==> config.mk <==
export PLATFORM = sky130hd
export DESIGN_NAME = seq_multiplier
export DESIGN_NICKNAME = d
export VERILOG_FILES = /design/src/rtl/seq_multiplier.sv
export SDC_FILE = /design/constraint.sdc
export NUM_CORES = 1
export LEC_CHECK = 0
export CORE_ASPECT_RATIO = 0.8
export CORE_MARGIN = 10
export CORE_UTILIZATION = 46
export CTS_CLUSTER_DIAMETER = 150
export DETAILED_ROUTE_END_ITERATION = 8
export GPL_TIMING_DRIVEN = 1
export MAX_ROUTING_LAYER = met4
export PLACE_DENSITY_LB_ADDON = 0.1
export SYNTH_ARGS = -nofsm -noshare
export SYNTH_HDL_FRONTEND = slang
export SYNTH_SLANG_ARGS = --single-unit
==> constraint.sdc <==
create_clock -name clk_in -period 5 [get_ports clk_in]
set_input_delay 1 -clock clk_in [delete_from_list [all_inputs] [get_ports clk_in]]
set_output_delay 1 -clock clk_in [all_outputs]
set_load 0.05 [all_outputs]
==> src/rtl/seq_multiplier.sv <==
// Iterative RV32M multiplier: radix-2 carry-save accumulation of two multiplier
// bits per cycle, followed by a single carry-propagate resolve cycle.

module carry_save_adder #(
  parameter int W = 68
) (
  input  logic [W-1:0] x,
  input  logic [W-1:0] y,
  input  logic [W-1:0] z,
  input  logic         cin,
  output logic [W-1:0] s,
  output logic [W-1:0] c
);
  logic [W-2:0] maj_s;

  assign s     = x ^ y ^ z;
  assign maj_s = (x[W-2:0] & y[W-2:0]) | (x[W-2:0] & z[W-2:0]) | (y[W-2:0] & z[W-2:0]);
  // The shifted-out carry LSB is free, so it carries the +1 of a two's-complement negation.
  assign c     = {maj_s, cin};
endmodule

module seq_multiplier (
  input  logic        clk_in,
  input  logic        rst_in,
  input  logic        rdy_in,
  input  logic        flush_in,
  input  logic        valid_in,
  input  logic [1:0]  op_in,
  input  logic [31:0] rs1_in,
  input  logic [31:0] rs2_in,
  input  logic [3:0]  tag_in,
  output logic        ready_out,
  output logic        valid_out,
  output logic [31:0] result_out,
  output logic [3:0]  tag_out
);
  typedef enum logic [1:0] {
    IDLE    = 2'd0,
    ACCUM   = 2'd1,
    RESOLVE = 2'd2,
    DONE    = 2'd3
  } state_t;

  state_t      state_r;
  logic        ready_r;
  logic        valid_r;
  logic [1:0]  op_r;
  logic [3:0]  tag_r;
  logic [3:0]  tag_out_r;
  logic [31:0] result_r;
  logic [33:0] a_r;
  logic [33:0] b_r;
  logic [67:0] sum_r;
  logic [67:0] carry_r;
  logic [4:0]  cnt_r;

  logic [5:0]  j0_s;
  logic [5:0]  j1_s;
  logic        m0_s;
  logic        m1_s;
  logic        neg_s;
  logic [67:0] a_ext_s;
  logic [67:0] pp0_s;
  logic [67:0] pp1_raw_s;
  logic [67:0] pp1_s;
  logic [67:0] s0_s;
  logic [67:0] c0_s;
  logic [67:0] s1_s;
  logic [67:0] c1_s;
  logic [63:0] prod_s;

  assign j0_s      = {cnt_r, 1'b0};
  assign j1_s      = {cnt_r, 1'b1};
  assign m0_s      = b_r[j0_s];
  assign m1_s      = b_r[j1_s];
  assign a_ext_s   = {{34{a_r[33]}}, a_r};
  assign pp0_s     = m0_s ? (a_ext_s << j0_s) : 68'd0;
  assign pp1_raw_s = a_ext_s << j1_s;
  // Multiplier bit 33 is the sign position of the 34-bit operand, so it subtracts.
  assign neg_s     = m1_s && (cnt_r == 5'd16);
  assign pp1_s     = m1_s ? (neg_s ? ~pp1_raw_s : pp1_raw_s) : 68'd0;

  carry_save_adder #(.W(68)) u_csa0 (
    .x(sum_r), .y(carry_r), .z(pp0_s), .cin(1'b0), .s(s0_s), .c(c0_s)
  );

  carry_save_adder #(.W(68)) u_csa1 (
    .x(s0_s), .y(c0_s), .z(pp1_s), .cin(neg_s), .s(s1_s), .c(c1_s)
  );

  assign prod_s = sum_r[63:0] + carry_r[63:0];

  assign ready_out  = ready_r;
  assign valid_out  = valid_r;
  assign result_out = result_r;
  assign tag_out    = tag_out_r;

  // Control FSM, operand latch, carry-save accumulator and result registers.
  always_ff @(posedge clk_in) begin
    if (rst_in) begin
      state_r   <= IDLE;
      ready_r   <= 1'b1;
      valid_r   <= 1'b0;
      op_r      <= 2'd0;
      tag_r     <= 4'd0;
      tag_out_r <= 4'd0;
      result_r  <= 32'd0;
      a_r       <= 34'd0;
      b_r       <= 34'd0;
      sum_r     <= 68'd0;
      carry_r   <= 68'd0;
      cnt_r     <= 5'd0;
    end else if (flush_in) begin
      state_r <= IDLE;
      ready_r <= 1'b1;
      valid_r <= 1'b0;
    end else if (!rdy_in) begin
      state_r <= state_r;
    end else begin
      case (state_r)
        IDLE: begin
          if (valid_in) begin
            op_r    <= op_in;
            tag_r   <= tag_in;
            a_r     <= (op_in != 2'b11) ? {{2{rs1_in[31]}}, rs1_in} : {2'b00, rs1_in};
            b_r     <= op_in[1] ? {2'b00, rs2_in} : {{2{rs2_in[31]}}, rs2_in};
            sum_r   <= 68'd0;
            carry_r <= 68'd0;
            cnt_r   <= 5'd0;
            state_r <= ACCUM;
            ready_r <= 1'b0;
          end
        end
        ACCUM: begin
          sum_r   <= s1_s;
          carry_r <= c1_s;
          if (cnt_r == 5'd16) begin
            state_r <= RESOLVE;
          end else begin
            cnt_r <= cnt_r + 5'd1;
          end
        end
        RESOLVE: begin
          result_r  <= (op_r == 2'b00) ? prod_s[31:0] : prod_s[63:32];
          tag_out_r <= tag_r;
          valid_r   <= 1'b1;
          state_r   <= DONE;
        end
        DONE: begin
          valid_r <= 1'b0;
          ready_r <= 1'b1;
          state_r <= IDLE;
        end
        default: begin
          valid_r <= 1'b0;
          ready_r <= 1'b1;
          state_r <= IDLE;
        end
      endcase
    end
  end
endmodule
* Word level (Yosys, flattened, before mapping)
Cells that the tools add are included.
** Storage, ports and cells
- Register bits after elaboration :: 255
- Bits of input ports :: 75
- Word-level logic and storage cells :: 78
- Output and inout bits :: 38
** Cells by class
- Reductions and logical operators :: 14
- Bitwise gates (word level) :: 16
- Add/subtract/negate cells :: 2
- Mux-type cells :: 22
- $lt $le $gt $ge :: 2
- Eq/ne operators :: 8
- Shift operators :: 2
** Operators by type and width (number)
- bitwise AND 67 bit :: 6
- 2-to-1 mux 68 bit :: 4
- one-hot mux 68 bit (2 select lines) :: 2
- XOR 68 bit :: 4
- bitwise OR 67 bit :: 4
- << shifter 68 x 6 -> 68 bit :: 2
- 2-to-1 mux 34 bit :: 2
- NOT 68 bit :: 1
- adder 64 bit :: 1
- 2-to-1 mux 32 bit :: 1
- < comparator 6 x 7 -> 1 bit, second input constant :: 2
- binary-select mux 1 bit (select 5 bit) :: 2
- 2-to-1 mux 5 bit :: 2
- one-hot mux 5 bit (2 select lines) :: 1
- AND reduction 3 bit :: 3
- != test 2 bit, second input constant :: 4
- one-hot mux 2 bit (4 select lines) :: 1
- AND reduction 4 bit :: 2
- nonzero test 2 bit :: 3
- adder 5 x 1 -> 5 bit, second input constant :: 1
- == test 5 bit, second input constant :: 1
- AND reduction 5 bit :: 1
- == test 2 bit, second input constant :: 2
- logical NOT 2 bit :: 2
- other kinds (8) :: 12

* Logic depth before layout (Yosys ltp)
Gate-level depths: netlist of the first run.
- Word-level depth :: 10
- Depth in mapped cells :: 17
- Gate-level depth less buffers :: 14

* By module
From an unflattened synthesis of the first run, not the netlist that was laid out.
** Second synthesis, totals
- Cells, all modules :: 2476
- Area, all modules :: 19673.9 µm²
** By module, submodules not included
- seq_multiplier :: instances 1, area an instance 16928.7 µm², seq. area each 5064.9 µm², cells each 2338
- carry_save_adder :: instances 2, area an instance 1372.6 µm², seq. area each 0.0 µm², cells each 69

* Least setup slack after synthesis of the first run
OpenSTA, ideal clock, no wires.
- Kind :: reg-to-reg
- Start point :: reg cnt_r[0]
- End point :: reg sum_r[43]
- Path slack :: 1.503 ns
- Stages on the path, launching flop included :: 16
- Buffers on the path :: 4
- Data required time :: 4.872 ns
- Arrival :: 3.370 ns
- Cells stage by stage :: dfxtp_1 -> buf_2 -> buf_4 -> buf_4 -> buf_2 -> mux2i_1 -> a21oi_1 -> a21oi_1 -> and2_1 -> o32ai_1 -> nand2_1 -> fa_1 -> fa_1 -> nor3_1 -> a21oi_1 -> nor2_1
** Between the ends
- Cells in the longest elaborated chain, start to end :: 9
- Elaborated cells on any way between the ends :: 20
- Those cells by class :: eq/ne: 1; shift: 2; mux: 8; bitwise: 8; reduce/logical: 1
** Ends and longest elaborated chain
- start: declaration :: RTL line 55 : logic [4:0] cnt_r;
- start signal: assignment :: RTL line 140 : cnt_r <= cnt_r + 5'd1;
- binary-select mux 1 bit (select 5 bit) :: RTL line 74 : assign m0_s = b_r[j0_s];
- 2-to-1 mux 1 bit (not written as such) :: RTL line 74
- 2-to-1 mux 68 bit :: RTL line 77 : assign pp0_s = m0_s ? (a_ext_s << j0_s) : 68'd0;
- bitwise AND 67 bit :: RTL line 17 : assign maj_s = (x[W-2:0] & y[W-2:0]) | (x[W-2:0] & z[W-2:0]) | (y[W-2:0] & z[W-2:0]);
- bitwise OR 67 bit (2 in a row) :: RTL line 17
- XOR 68 bit :: RTL line 16 : assign s = x ^ y ^ z;
- XOR 68 bit (*) :: RTL line 16
- one-hot mux 68 bit (2 select lines) (*) :: RTL line 120 : case (state_r)
- end signal: assignment :: RTL line 135 : sum_r <= s1_s;
- end: declaration :: RTL line 53 : logic [67:0] sum_r;
Every way passes the cells marked *; elsewhere a longest branch is shown, timed or not. The select of a mux whose other input is x is not followed.
A chain may end at the register's enable or synchronous reset.

* Worst setup path in the final report of the first run
- Start point :: reg cnt_r[1]
- End point :: reg sum_r[56]
Same word-level chain as after synthesis.

==> results.yml, run 1 <==
floorplanning:
  die_w_um: 247
  io_pins: 113
  die_area_um2: 49700
  floorplan.initialDensity_pct: 46.6
  core-area_um2: 40600
  chipHeight_um: 201
  rows: 66
setup_path:
  crit_arrival_ns: 4.86
  start_kind: "flop"
  path_cells: "buf_4 > mux2i_1 > a21oi_1 > a21oi_1 > nand2_1 > o21ai_0 > a21oi_1 > nand2_1 > fa_1 > fa_1 > nor3_1 > a21oi_1 > nor2_1"
  critPathTopFamily: "compound AO/OA/AOI/OAI gates"
  crit_top_cell: "a21oi_1"
  path_class: "reg2reg"
  cp_max_fo: 37
  crit_buf_inv: 1
  max_stage_delay_ns: 0.89
  cpMaxStageDelayCell: "dfxtp_2"
  required_ns: 5.43
  critPathCaptureType: "flop"
synthesis:
  yosys_warnings: 0
  seq_area_frac_synth_pct: 25.9
  async_flop_share_pct: 0
  postSynthCellCount: 2441
  syn_nets: 2712
  netlist_area_um2: 18900
  avgSynthCellArea_um2: 7.75
  yosys_register_bits: 245
  yosys_most_used_dff: "dfxtp_1"
  ys_types: 68
  synth_edf_count: 0
detailed_routing:
  maxUsedRoutingLayer: "met4"
  dr.pass1.iters: 6
  dr_wl_met2_um: 26400
  wl_met1_um: 32500
  ant_nets: 0
  vias_per_cell: 5.94
  drc: 0
  wl_um: 67000
  met3_wirelength_um: 6460
  wl_per_cell_um: 22.2
  drt_iter0_drc: 1981
  vias: 17887
status:
  outcome: "finished, final reports clean"
power:
  p_leak_nw: 6.97
  finalPower_mw: 4.61
  p_per_area_nw_per_um2: 215
  power_switching_share_pct: 24.2
  combPwrFrac_pct: 7.1
  pwr-share-clk_pct: 49.7
  power_switching_mw: 1.12
  peakVddDrop_uv: 230
  seq_power_share_pct: 43.3
  internal-power_mw: 3.49
place:
  numPortBuffers: 112
  dp_hpwl_um: 51900
  dp_worst_setup_slack_ns: 0.697
  place_congestion: 0.956
global_route:
  grtUsageTotal_pct: 27.2
  grt_pass1_vias: 16789
  grt_first_pass_wirelength_um: 104000
  grt_start_max_net_pins: 147
  antenna_found_initial: 1
  overflow: 0
clocking:
  htreeDepth: 1
  cts_setup_buffers: 0
  numCtsBuffers: 28
  path_clk_slew_ns: 0.07
  cts_resized: 0
  cts_tree: "done"
  cts_hold_buf: 0
  root_buffer: "clkbuf_16"
  clock-sinks: 245
  worst_skew_pair.late_latency_ns: 0.59
  ctsLongestPathBuffers: 3
timing:
  tightest_slew_ns: 1.07
  layout_setup_ws_ns: 0.569
  finalMaxSlewViolations: 0
  fmax_mhz: 226
  hold_violations: 0
  period_needed_ns: 4.43
  maxSlewHeadroom_pct: 28.2
  rsz0062_at_grt: "false"
  setup-violations-final: 0
  timing.final.crit_share_pct: 88.6
  fin_skew_ns: 0.0353
  final.setup.tns_ns: 0
finish:
  num-nets-final: 2718
  areaGrowthSynthToFinish_pct: 13.4
  drive_gt1_share_pct: 6.69
job:
  maxCapViolCount: 0
worst_hold_path:
  hold_class: "reg2reg"
-- through the flow --
step                      utilization, %  instance area (um^2)  instances  hold slack, ns
after floorplan                        -                 18900       2441           0.432
after global placement              50.3                 20400       2961           0.441
after detailed placement            50.3                 20400       2961           0.444
after CTS                           52.8                 21400       3011           0.452
after global routing                52.8                 21400       3011           0.476
final                               52.8                 21400       3012           0.452
-- registers in the layout, summed over array words and instances, names as in the netlist --
signal and count:
b_r 33, result_out 32, carry_r 64, tag_r 4, valid_out 1, tag_out 4, state_r 2, a_r 33
sum_r 64, cnt_r 5, ready_out 1, op_r 2
-- layout make-up --
type / instances / area, um^2
fill: 3985 / 19200
multi-input combinational: 1873 / 12800
sequential: 245 / 4910
timing repair buffer: 145 / 1450
clock buffer: 41 / 871
tap: 544 / 681
inverter: 154 / 579
clock inverter: 9 / 148
antenna: 1 / 2.50
-- worst paths after layout --
| kind | depth (start not counted) | startpoint | end | slack (ns) |
|---|---|---|---|---|
| hold reg to reg | 2 | tag_r[0] | tag_out[0] | 0.45 |
| setup / recovery | 13 | cnt_r[1] | sum_r[56] | 0.57 |
| setup reg to reg | 13 | cnt_r[1] | sum_r[56] | 0.57 |
| hold / removal | 2 | tag_r[0] | tag_out[0] | 0.45 |
-- layer usage --
| metal | vias up | global-route usage, % |
|---|---|---|
| li1 | 8341 | - |
| met1 | 8729 | 41.3 |
| met2 | 742 | 35.3 |
| met3 | 75 | 6.33 |
| met4 | 0 | 6.08 |
| met5 | - | - |
-- cell usage in the layout (no fill, tap or decap), types with 38 or more instances in the layout --
cell | Yosys | final
clkdlybuf4s50_1 | 0 | 111
nor3_1 | 139 | 139
inv_1 | 152 | 151
ha_1 | 70 | 70
nor2_1 | 225 | 225
mux2i_1 | 38 | 38
nand2_1 | 376 | 375
fa_1 | 126 | 126
o21ai_0 | 120 | 120
xnor2_1 | 67 | 67
a21oi_1 | 359 | 359
dfxtp_1 | 245 | 242
-- power by group through the flow --
stage                     clock, mW  sequential [mW]  combinational, mW
after floorplan                   0             2.03              0.182
after global placement            0             2.04              0.321
after detailed placement          0             2.04              0.323
after CTS                      2.32             1.99              0.325
after global routing           2.39             2.00              0.353
final                          2.29             1.99              0.327
-- logic make-up after synthesis --
group | Yosys count | synth area share, %
multiplexers | 80 | 6.00
buffers and inverters | 323 | 6.52
flip-flops | 245 | 25.9
XOR/XNOR | 90 | 4.17
AO/OA/AOI/OAI | 647 | 19.9
AND/OR/NAND/NOR | 860 | 19.5
adder cells (fa/ha/maj) | 196 | 18.0
-- synth_stat cells (10+ instances only) --
library cell  instances  area (um^2)
a211oi_1             14          105
a21o_1               27          203
a21oi_1             359         1800
a31oi_1              12         75.1
and2_1               10         62.6
buf_1                12         45.0
buf_2                10         50.1
clkbuf_1            145          544
dfxtp_1             245         4900
fa_1                126         2520
ha_1                 70          876
inv_1               152          571
mux2_2               17          191
mux2i_1              38          380
mux4_2               25          563
nand2_1             376         1410
nand3_1              22          110
nand4_1              16          100
nor2_1              225          845
nor2b_1              11         68.8
nor3_1              139          696
o211ai_1             12         90.1
o21ai_0             120          601
o21bai_1             15          113
o22ai_1              23          144
or2_2                19          119
or3_1                14         87.6
xnor2_1              67          587
xor2_1               23          201
-- worst register-to-register path, cell delays in order (launching register included) --
cell     delay (ns)
dfxtp_2        0.89
buf_4          0.36
mux2i_1        0.25
a21oi_1        0.12
a21oi_1        0.62
nand2_1        0.10
o21ai_0        0.31
a21oi_1        0.29
nand2_1        0.16
fa_1           0.43
fa_1           0.49
nor3_1         0.05
a21oi_1        0.16
nor2_1         0.05
Note: power is estimated with default switching activity, not from simulation.
==> run 2, diff against run 1 <==
==> constraint.sdc (replaced) <==
create_clock -name clk_in -period 5 [get_ports clk_in]
set_input_delay 1 -clock clk_in [delete_from_list [all_inputs] [get_ports clk_in]]
set_output_delay 1 -clock clk_in [all_outputs]
set_load 0.005 [all_outputs]
==> results of run 2 <==
The final DEF is identical to that of run 1. Status: finished, final reports clean.
